==> config.mk <==
export PLATFORM = sky130hd
export DESIGN_NAME = uart_rx_axis_fifo_flat
export DESIGN_NICKNAME = d
export VERILOG_FILES = /design/src/rtl/uart_rx_axis_fifo_if.sv /design/src/rtl/uart_rx_axis_fifo.sv /design/src/flat_wrapper.sv
export SDC_FILE = /design/constraint.sdc
export NUM_CORES = 1
export LEC_CHECK = 0
export CAP_MARGIN = 0
export CORE_MARGIN = 1
export CORE_UTILIZATION = 50
export CTS_CLUSTER_SIZE = 24
export DETAILED_ROUTE_END_ITERATION = 7
export PLACE_DENSITY = 0.77
export RECOVER_POWER = 50
export SLEW_MARGIN = 5
export SYNTH_ARGS = -nofsm -noshare
export SYNTH_HDL_FRONTEND = slang
export SYNTH_SLANG_ARGS = --single-unit
export TNS_END_PERCENT = 5
==> constraint.sdc <==
create_clock -name clk -period 6.7 [get_ports clk]
set_clock_uncertainty 0.1 [all_clocks]
set_input_delay 1.675 -clock clk [delete_from_list [all_inputs] [get_ports clk]]
set_output_delay 1.675 -clock clk [all_outputs]
set_load 0.03 [all_outputs]
==> src/rtl/uart_rx_axis_fifo_if.sv <==
// AXI-Stream byte channel carrying received UART characters with an
// end-of-message marker.
interface uart_rx_axis_fifo_if #(
    parameter int WIDTH = 8
);
    logic [WIDTH-1:0] data;
    logic             valid;
    logic             ready;
    logic             last;

    modport master (output data, output valid, output last, input ready);
    modport slave  (input data, input valid, input last, output ready);
endinterface

==> src/rtl/uart_rx_axis_fifo.sv <==
// 8N1 UART receiver feeding a first-word-fall-through FIFO exposed as an
// AXI-Stream master; end of message is declared after a line-idle timeout.
module uart_rx_axis_fifo #(
    parameter int WIDTH      = 8,
    parameter int DEPTH      = 8,
    parameter int CLK_RATE   = 100000000,
    parameter int BAUD       = 115200,
    parameter int IDLE_CHARS = 2
) (
    input  logic                 clk,
    input  logic                 rst,
    input  logic                 uart_rx,
    uart_rx_axis_fifo_if.master  m_axis,
    output logic                 overflow,
    output logic                 frame_err
);
    localparam int CLKS_PER_BIT = CLK_RATE / BAUD;
    localparam int HALF_BIT     = CLKS_PER_BIT / 2;
    localparam int TIMEOUT      = IDLE_CHARS * 10 * CLKS_PER_BIT;
    localparam int CNT_W        = $clog2(CLKS_PER_BIT + 1);
    localparam int TO_W         = $clog2(TIMEOUT + 1);
    localparam int BIT_W        = (WIDTH > 1) ? $clog2(WIDTH) : 1;
    localparam int AW           = $clog2(DEPTH);

    localparam logic [CNT_W-1:0] CNT_ONE      = CNT_W'(1);
    localparam logic [CNT_W-1:0] CNT_HALF_END = CNT_W'(HALF_BIT - 1);
    localparam logic [CNT_W-1:0] CNT_BIT_END  = CNT_W'(CLKS_PER_BIT - 1);
    localparam logic [BIT_W-1:0] BIT_ONE      = BIT_W'(1);
    localparam logic [BIT_W-1:0] BIT_LAST     = BIT_W'(WIDTH - 1);
    localparam logic [TO_W-1:0]  TO_ONE       = TO_W'(1);
    localparam logic [TO_W-1:0]  TO_END       = TO_W'(TIMEOUT - 1);
    localparam logic [AW:0]      PTR_ONE      = (AW + 1)'(1);

    typedef enum logic [2:0] {
        ST_IDLE,
        ST_START,
        ST_DATA,
        ST_STOP,
        ST_BREAK
    } state_t;

    logic             rx_p0;
    logic             rx_p1;
    logic             rx_s;

    state_t           state_q;
    state_t           state_d;
    logic [CNT_W-1:0] cnt_q;
    logic [CNT_W-1:0] cnt_d;
    logic [BIT_W-1:0] bit_idx_q;
    logic [BIT_W-1:0] bit_idx_d;
    logic [WIDTH-1:0] shift_q;
    logic [WIDTH-1:0] shift_d;
    logic             good_stop;
    logic             bad_stop;

    logic [WIDTH-1:0] pend_data_q;
    logic             pend_valid_q;
    logic [TO_W-1:0]  timer_q;
    logic             timer_run;
    logic             timeout;

    logic [WIDTH:0]   mem [DEPTH];
    logic [AW:0]      wr_ptr_q;
    logic [AW:0]      rd_ptr_q;
    logic             empty;
    logic             full;
    logic             pop;
    logic             push_en;
    logic             wr_en;
    logic [WIDTH:0]   push_word;
    logic [WIDTH:0]   head;
    logic             overflow_q;
    logic             frame_err_q;

    // Stage p0/p1: two-flop synchroniser for the asynchronous line
    always_ff @(posedge clk or negedge rst) begin
        if (!rst) begin
            rx_p0 <= 1'b1;
            rx_p1 <= 1'b1;
        end else begin
            rx_p0 <= uart_rx;
            rx_p1 <= rx_p0;
        end
    end

    assign rx_s = rx_p1;

    always_comb begin
        state_d   = state_q;
        cnt_d     = cnt_q;
        bit_idx_d = bit_idx_q;
        shift_d   = shift_q;
        good_stop = 1'b0;
        bad_stop  = 1'b0;
        case (state_q)
            ST_IDLE: begin
                if (!rx_s) begin
                    state_d = ST_START;
                    cnt_d   = '0;
                end
            end
            ST_START: begin
                if (cnt_q == CNT_HALF_END) begin
                    cnt_d     = '0;
                    bit_idx_d = '0;
                    state_d   = rx_s ? ST_IDLE : ST_DATA;
                end else begin
                    cnt_d = cnt_q + CNT_ONE;
                end
            end
            ST_DATA: begin
                if (cnt_q == CNT_BIT_END) begin
                    cnt_d   = '0;
                    shift_d = {rx_s, shift_q[WIDTH-1:1]};
                    if (bit_idx_q == BIT_LAST) begin
                        state_d = ST_STOP;
                    end else begin
                        bit_idx_d = bit_idx_q + BIT_ONE;
                    end
                end else begin
                    cnt_d = cnt_q + CNT_ONE;
                end
            end
            ST_STOP: begin
                if (cnt_q == CNT_BIT_END) begin
                    cnt_d = '0;
                    if (rx_s) begin
                        good_stop = 1'b1;
                        state_d   = ST_IDLE;
                    end else begin
                        bad_stop = 1'b1;
                        state_d  = ST_BREAK;
                    end
                end else begin
                    cnt_d = cnt_q + CNT_ONE;
                end
            end
            ST_BREAK: begin
                if (rx_s) begin
                    state_d = ST_IDLE;
                end
            end
            default: state_d = ST_IDLE;
        endcase
    end

    // The newest byte waits in pend until either another byte arrives
    // (so it is not last) or the line stays idle long enough (so it is).
    assign timer_run = (state_q == ST_IDLE) && pend_valid_q;
    assign timeout   = timer_run && (timer_q == TO_END);
    assign push_en   = (good_stop && pend_valid_q) || timeout;
    assign push_word = {timeout, pend_data_q};

    assign empty = (wr_ptr_q == rd_ptr_q);
    assign full  = (wr_ptr_q[AW] != rd_ptr_q[AW]) &&
                   (wr_ptr_q[AW-1:0] == rd_ptr_q[AW-1:0]);
    assign pop   = !empty && m_axis.ready;
    assign wr_en = push_en && (!full || pop);

    always_ff @(posedge clk or negedge rst) begin
        if (!rst) begin
            state_q      <= ST_IDLE;
            cnt_q        <= '0;
            bit_idx_q    <= '0;
            pend_valid_q <= 1'b0;
            timer_q      <= '0;
            wr_ptr_q     <= '0;
            rd_ptr_q     <= '0;
            overflow_q   <= 1'b0;
            frame_err_q  <= 1'b0;
        end else begin
            state_q   <= state_d;
            cnt_q     <= cnt_d;
            bit_idx_q <= bit_idx_d;
            if (good_stop) begin
                pend_valid_q <= 1'b1;
            end else if (timeout) begin
                pend_valid_q <= 1'b0;
            end
            if (timer_run && !timeout) begin
                timer_q <= timer_q + TO_ONE;
            end else begin
                timer_q <= '0;
            end
            if (wr_en) begin
                wr_ptr_q <= wr_ptr_q + PTR_ONE;
            end
            if (pop) begin
                rd_ptr_q <= rd_ptr_q + PTR_ONE;
            end
            overflow_q  <= push_en && full && !pop;
            frame_err_q <= bad_stop;
        end
    end

    always_ff @(posedge clk) begin
        shift_q <= shift_d;
        if (good_stop) begin
            pend_data_q <= shift_q;
        end
        if (wr_en) begin
            mem[wr_ptr_q[AW-1:0]] <= push_word;
        end
    end

    // Outputs read the head entry directly; forced to zero while empty.
    assign head         = mem[rd_ptr_q[AW-1:0]];
    assign m_axis.valid = !empty;
    assign m_axis.data  = empty ? '0 : head[WIDTH-1:0];
    assign m_axis.last  = !empty && head[WIDTH];
    assign overflow     = overflow_q;
    assign frame_err    = frame_err_q;

endmodule

==> src/flat_wrapper.sv <==
// flat-port wrapper written by rule: the top's interface ports become plain ports
module uart_rx_axis_fifo_flat 
#(
    parameter int WIDTH      = 8,
    parameter int DEPTH      = 8,
    parameter int CLK_RATE   = 100000000,
    parameter int BAUD       = 115200,
    parameter int IDLE_CHARS = 2
)
  (clk, rst, uart_rx, overflow, frame_err, m_axis_data, m_axis_valid, m_axis_last, m_axis_ready);
  uart_rx_axis_fifo_if #(.WIDTH(WIDTH)) m_axis_i ();
  input  logic clk;
  input  logic rst;
  input  logic uart_rx;
  output logic overflow;
  output logic frame_err;
  output wire logic [$bits(m_axis_i.data)-1:0] m_axis_data;
  output wire logic [$bits(m_axis_i.valid)-1:0] m_axis_valid;
  output wire logic [$bits(m_axis_i.last)-1:0] m_axis_last;
  input wire logic [$bits(m_axis_i.ready)-1:0] m_axis_ready;
  assign m_axis_data = m_axis_i.data;
  assign m_axis_valid = m_axis_i.valid;
  assign m_axis_last = m_axis_i.last;
  assign m_axis_i.ready = m_axis_ready;
  uart_rx_axis_fifo #(.WIDTH(WIDTH), .DEPTH(DEPTH), .CLK_RATE(CLK_RATE), .BAUD(BAUD), .IDLE_CHARS(IDLE_CHARS)) u_core (.clk(clk), .rst(rst), .uart_rx(uart_rx), .m_axis(m_axis_i), .overflow(overflow), .frame_err(frame_err));
endmodule
# Word level (Yosys, flattened, before mapping)
# Memories as Yosys holds them, arrays and structs flattened.
# Index checks and enable logic that the tools add are counted.
dict set report totals {
  n_memories 1
  register_bits 60
  ramBits 72
}
# memory depth word_bits read_ports rd_ports_with_merged_regs write_ports line
set mem_list {}
lappend mem_list {u_core.mem 8 9 1 0 1 uart_rx_axis_fifo.sv:63} ;# logic [WIDTH:0] mem [DEPTH];
dict set report classes {
  n_reduce_logical 25
  n_addsub 5
  mux 29
  eq_ne 18
}
# cell n
set op_table {}
lappend op_table {{$mux W10} 3}
lappend op_table {{$mux W3} 10}
lappend op_table {{$pmux W10 S3} 1}
lappend op_table {{$add A15 B1 Y15 const B} 1}
lappend op_table {{$eq A15 B15 Y1 const B} 1}
lappend op_table {{$mux W15} 1}
lappend op_table {{$pmux W3 S5} 1}
lappend op_table {{$add A10 B1 Y10 const B} 1}
lappend op_table {{$eq A10 B10 Y1 const B} 1}
lappend op_table {{$eq A10 B9 Y1 const B} 1}
lappend op_table {{$logic_and A1 B1 Y1} 10}
lappend op_table {{$mux W1} 10}
lappend op_table {{$ne A2 B1 Y1 const B} 5}
lappend op_table {{$add A4 B1 Y4 const B} 2}
lappend op_table {{$mux W8} 1}
lappend op_table {{$eq A3 B2 Y1 const B} 2}
lappend op_table {{$eq A3 B3 Y1 const B} 2}
lappend op_table {{$pmux W3 S2} 1}
lappend op_table {{$reduce_and A6 Y1} 1}
lappend op_table {{$eq A4 B4 Y1} 1}
lappend op_table {{$logic_not A1 Y1} 4}
lappend op_table {{$ne A2 B2 Y1 const B} 2}
lappend op_table {{$reduce_and A2 Y1} 2}
lappend op_table {{$reduce_and A4 Y1} 1}
lappend op_table {{other kinds (10)} 12}

# Logic depth before layout (Yosys ltp)
dict set report logic_depth {
  depth_word 8
  depth_mapped 8
}

# Least setup slack after synthesis
# Ideal clock, no wire load.
dict set report synth_timing {
  path_type {reg-to-output}
  startpoint {register u_core.rd_ptr_q[0]}
  endpoint {output m_axis_data[0]}
  arrival_time_ns 1.703
  path_slack_ns 3.222
  stages_incl_launch_ff 5
  path_buffers 1
  cell_sequence {dfrtp_1 > buf_1 > mux4_2 > mux2i_1 > nor2_1}
}
dict set report synth_between {
  elab_chain_len 2
  elab_cells_between_ends 3
  cone_classes {1 x eq/ne; 1 x mux; 1 x memory}
}
# item line
set synth_rtl {}
lappend synth_rtl {{start, declared} uart_rx_axis_fifo.sv:65} ;# logic [AW:0] rd_ptr_q;
lappend synth_rtl {{start signal, assigned} uart_rx_axis_fifo.sv:190} ;# rd_ptr_q <= rd_ptr_q + PTR_ONE;
lappend synth_rtl {{$mem_v2 Z8 W9 / $eq A4 B4 Y1 (equally long branches)} n/a}
lappend synth_rtl {{$mux W8 (*)} uart_rx_axis_fifo.sv:210} ;# assign m_axis.data = empty ? '0 : head[WIDTH-1:0];
lappend synth_rtl {{end, declared} flat_wrapper.sv:17} ;# output wire logic [$bits(m_axis_i.data)-1:0] m_axis_data;
# Mark *: on every way between the ends. The rest lies on a longest branch, timed or not.

# Final worst setup path
dict set report layout_timing {
  startpoint {register u_core.rd_ptr_q[0]}
  endpoint {output m_axis_data[7]}
}
# Same word-level chain as after synthesis.

==> impl_metrics.py <==
metrics = {
    "status": {
        "status": "finished with violations",
        "violations": "capacitance limit, slew limit",
    },
    "floorplanning": {
        "fp.coreArea_um2": 10800,
        "rows": 38,
        "die-area_um2": 11500,
        "start_util_pct": 51.3,
        "fp.dieH_um": 107,
        "die_w_um": 107,
        "io_pins": 16,
    },
    "cts": {
        "cts_root_buffer": "clkbuf_8",
        "clock_path_buffers": 2,
        "clkSinkCount": 132,
        "cts_buffers": 17,
        "cts-hold-fix-buffers": 0,
        "clkTransAtPathRegs_ns": 0.06,
        "cts_tree": "done",
        "post_cts_buffers": 0,
        "clk_latency_ns": 0.51,
        "htreeDepth": 4,
        "cts.repair.resized": 0,
    },
    "sta": {
        "setup_tns_ns": 0,
        "drv_slew": 45,
        "worst_slew_pin_slew_ns": 2.32,
        "maxSlewHeadroom_pct": -54.6,
        "period_share_pct": 71.0,
        "clock.fmax_mhz": 210,
        "setup_violations": 0,
        "finalHoldViolations": 0,
        "fin_crit_ns": 4.76,
        "rsz0062_at_grt": "false",
    },
    "global_routing": {
        "grt-busiest-layer": "met2",
        "grt_use_met3_pct": 5.17,
        "globalRouteMet1Util_pct": 23.7,
        "grt_overflow": 0,
        "grt_max_degree": 45,
        "grt_pass1_vias": 2964,
        "track_usage_pct": 18.2,
        "use_met2_pct": 28.8,
        "antenna_found_initial": 0,
        "grt_pass1_wl_um": 15200,
    },
    "setup_path": {
        "cp_max_fo": 12,
        "critical_path.max_stage_delay_ns": 0.76,
        "worstPathArrival_ns": 2.98,
        "endpoint_kind": "output pin",
        "critical_path.top_delay_family": "buffers and inverters",
        "cp-start-kind": "register",
        "critPathBufInv": 2,
        "worstPathRequired_ns": 4.93,
        "path_cells": "buf_4 > mux4_2 > mux2i_1 > nor2_1 > clkdlybuf4s50_1",
        "cp_slowest_cell": "dfrtp_1",
        "crit_type": "register to output pin",
    },
    "synthesis": {
        "synth.largest_area_cell": "edfxtp_1",
        "seq_area_frac_synth_pct": 67.7,
        "synth_nets": 382,
        "netlist-cell-type-count": 49,
        "syn_inst": 371,
        "syn_area_um2": 5530,
        "ys_warn_count": 0,
        "synthArstFlopShare_pct": 33.3,
        "synthTopCellsByArea": "edfxtp_1 48%, dfrtp_1 19%, mux4_2 7.3%",
        "synth_edf_count": 88,
        "synth-seq-cells": 132,
        "syn_avg_cell_area_um2": 14.9,
        "synth_top_area_share_pct": 47.8,
        "ys.flop_type": "edfxtp_1",
    },
    "final_layout": {
        "nNetsFinal": 405,
        "fin_area_um2": 6390,
        "layout-drive-gt1-share_pct": 17.0,
        "antenna_cells": 0,
        "area_delta_synth_final_pct": 15.5,
    },
    "min_path": {
        "hold_path.class": "register to register",
    },
    "routing": {
        "vias_per_cell": 5.47,
        "totalWireLength_um": 9500,
        "drt_pre_antenna_iters": 4,
        "drc_errors": 0,
        "vias": 2994,
        "drtIter0Drc": 148,
        "avgRoutedWirePerCell_um": 17.4,
        "postRouteAntennaNets": 0,
    },
    "power": {
        "powerDensity_nw_per_um2": 342,
        "p_leak_nw": 2.30,
        "irDropWorstVdd_mv": 0.220,
    },
    "placement": {
        "globalplace.congestion": 0.728,
        "port-buffer-count": 15,
        "place_hpwl_um": 5990,
        "placed_cell_area_um2": 5850,
    },
    "flow_run": {
        "drv_cap": 1,
    },
}
[per-layer routing]
metal	up-vias	part of all wire (%)
met5	-	0
met4	0	0.79
met3	7	4.4
met2	67	50
met1	1488	45
li1	1432	-
[where the power goes]
part / switching, W / internal (W) / leakage [nW]
Combinational: 0.000190 / 0.000216 / 0.647
Clock: 0.000343 / 0.000495 / 0.260
Sequential: 0.0000676 / 0.000875 / 1.40
[path summary, 6_finish.rpt]
kind	slack, ns	startpoint	end	cells past startpoint
max in group asynchronous	3.42	rst	u_core.state_q[1]	1
worst max register to register	3.30	u_core.timer_q[12]	u_core.mem[5][1]	5
worst min-delay path	0.26	u_core.rx_p0	u_core.rx_p1	0
worst max-delay path	1.94	u_core.rd_ptr_q[0]	m_axis_data[7]	5
min in group asynchronous	1.76	rst	u_core.timer_q[6]	1
worst min register to register	0.26	u_core.rx_p0	u_core.rx_p1	0
[cell families after synthesis]
logic type	count (synthesis)	synth area share, %
mux	33	10.2
compound gates	31	3.62
simple gates	119	11.5
buf+inv	26	1.81
fa+ha+maj	7	1.58
xor+xnor	23	3.64
flops	132	67.7
[sequential cells by signal, summed over array words and instances (netlist names)]
register / cells
u_core.frame_err: 1
u_core.pend_valid_q: 1
u_core.rx_p1: 1
u_core.mem: 72
u_core.timer_q: 15
u_core.rd_ptr_q: 4
u_core.pend_data_q: 8
u_core.cnt_q: 10
u_core.overflow: 1
u_core.wr_ptr_q: 4
u_core.bit_idx_q: 3
u_core.state_q: 3
u_core.rx_p0: 1
u_core.shift_q: 8
[area by class of cell]
cell class                      instances  area [um^2]
Clock buffer                           18          418
Fill cell                             806         4400
Timing Repair Buffer                   20          178
Tap cell                              140          175
Multi-Input combinational cell        213         1710
Clock inverter                         14          130
Inverter                               10         37.5
Sequential cell                       132         3750
[through the flow]
| step | total power (W) | worst slack, ns | cells | util [%] | hold WS [ns] |
|---|---|---|---|---|---|
| 6_report | 0.00219 | 1.94 | 547 | 59.2 | 0.261 |
| 5_1_grt | 0.00227 | 1.73 | 547 | 59.2 | 0.272 |
| 4_1_cts | 0.00221 | 1.85 | 547 | 59.3 | 0.260 |
| 3_5_place_dp | 0.00137 | 2.41 | 515 | 54.2 | 0.249 |
| 3_3_place_gp | 0.00136 | 2.45 | 515 | 54.2 | 0.246 |
| 2_1_floorplan | 0.00123 | 3.22 | 371 | - | 0.245 |
[cell usage after synthesis, drive strengths merged, types with 3 or more instances]
cell / n
mux4: 18
xnor2: 12
nor4: 4
inv: 10
a21o: 3
nand2: 18
dfrtp: 42
xor2: 11
and3: 3
ha: 7
edfxtp: 88
nand3: 14
nand2b: 5
clkbuf: 13
o21ai: 8
or4b: 3
o22ai: 3
buf: 3
a31oi: 3
mux2: 3
nand4: 4
nor3: 8
nor2: 39
nor3b: 5
mux2i: 12
a21oi: 9
or2: 3
[layout by cell type, fill, tap and decap left out, types with 3 or more instances in the layout]
master / count
edfxtp_1: 88
dfrtp_1: 42
nor2_1: 39
mux4_2: 18
nand2_1: 17
clkbuf_16: 16
nand3_1: 14
clkdlybuf4s50_1: 13
xnor2_1: 12
mux2i_1: 12
xor2_1: 11
inv_1: 10
a21oi_1: 9
o21ai_0: 8
ha_1: 7
nor3_1: 6
nand2b_1: 5
nand4_1: 4
nor3b_1: 4
clkinvlp_4: 4
buf_4: 4
or4b_1: 3
or2_2: 3
nor4_1: 3
a21o_1: 3
a31oi_1: 3
inv_6: 3
clkbuf_1: 3
clkinv_2: 3
Note: power is estimated with default switching activity, not from simulation.
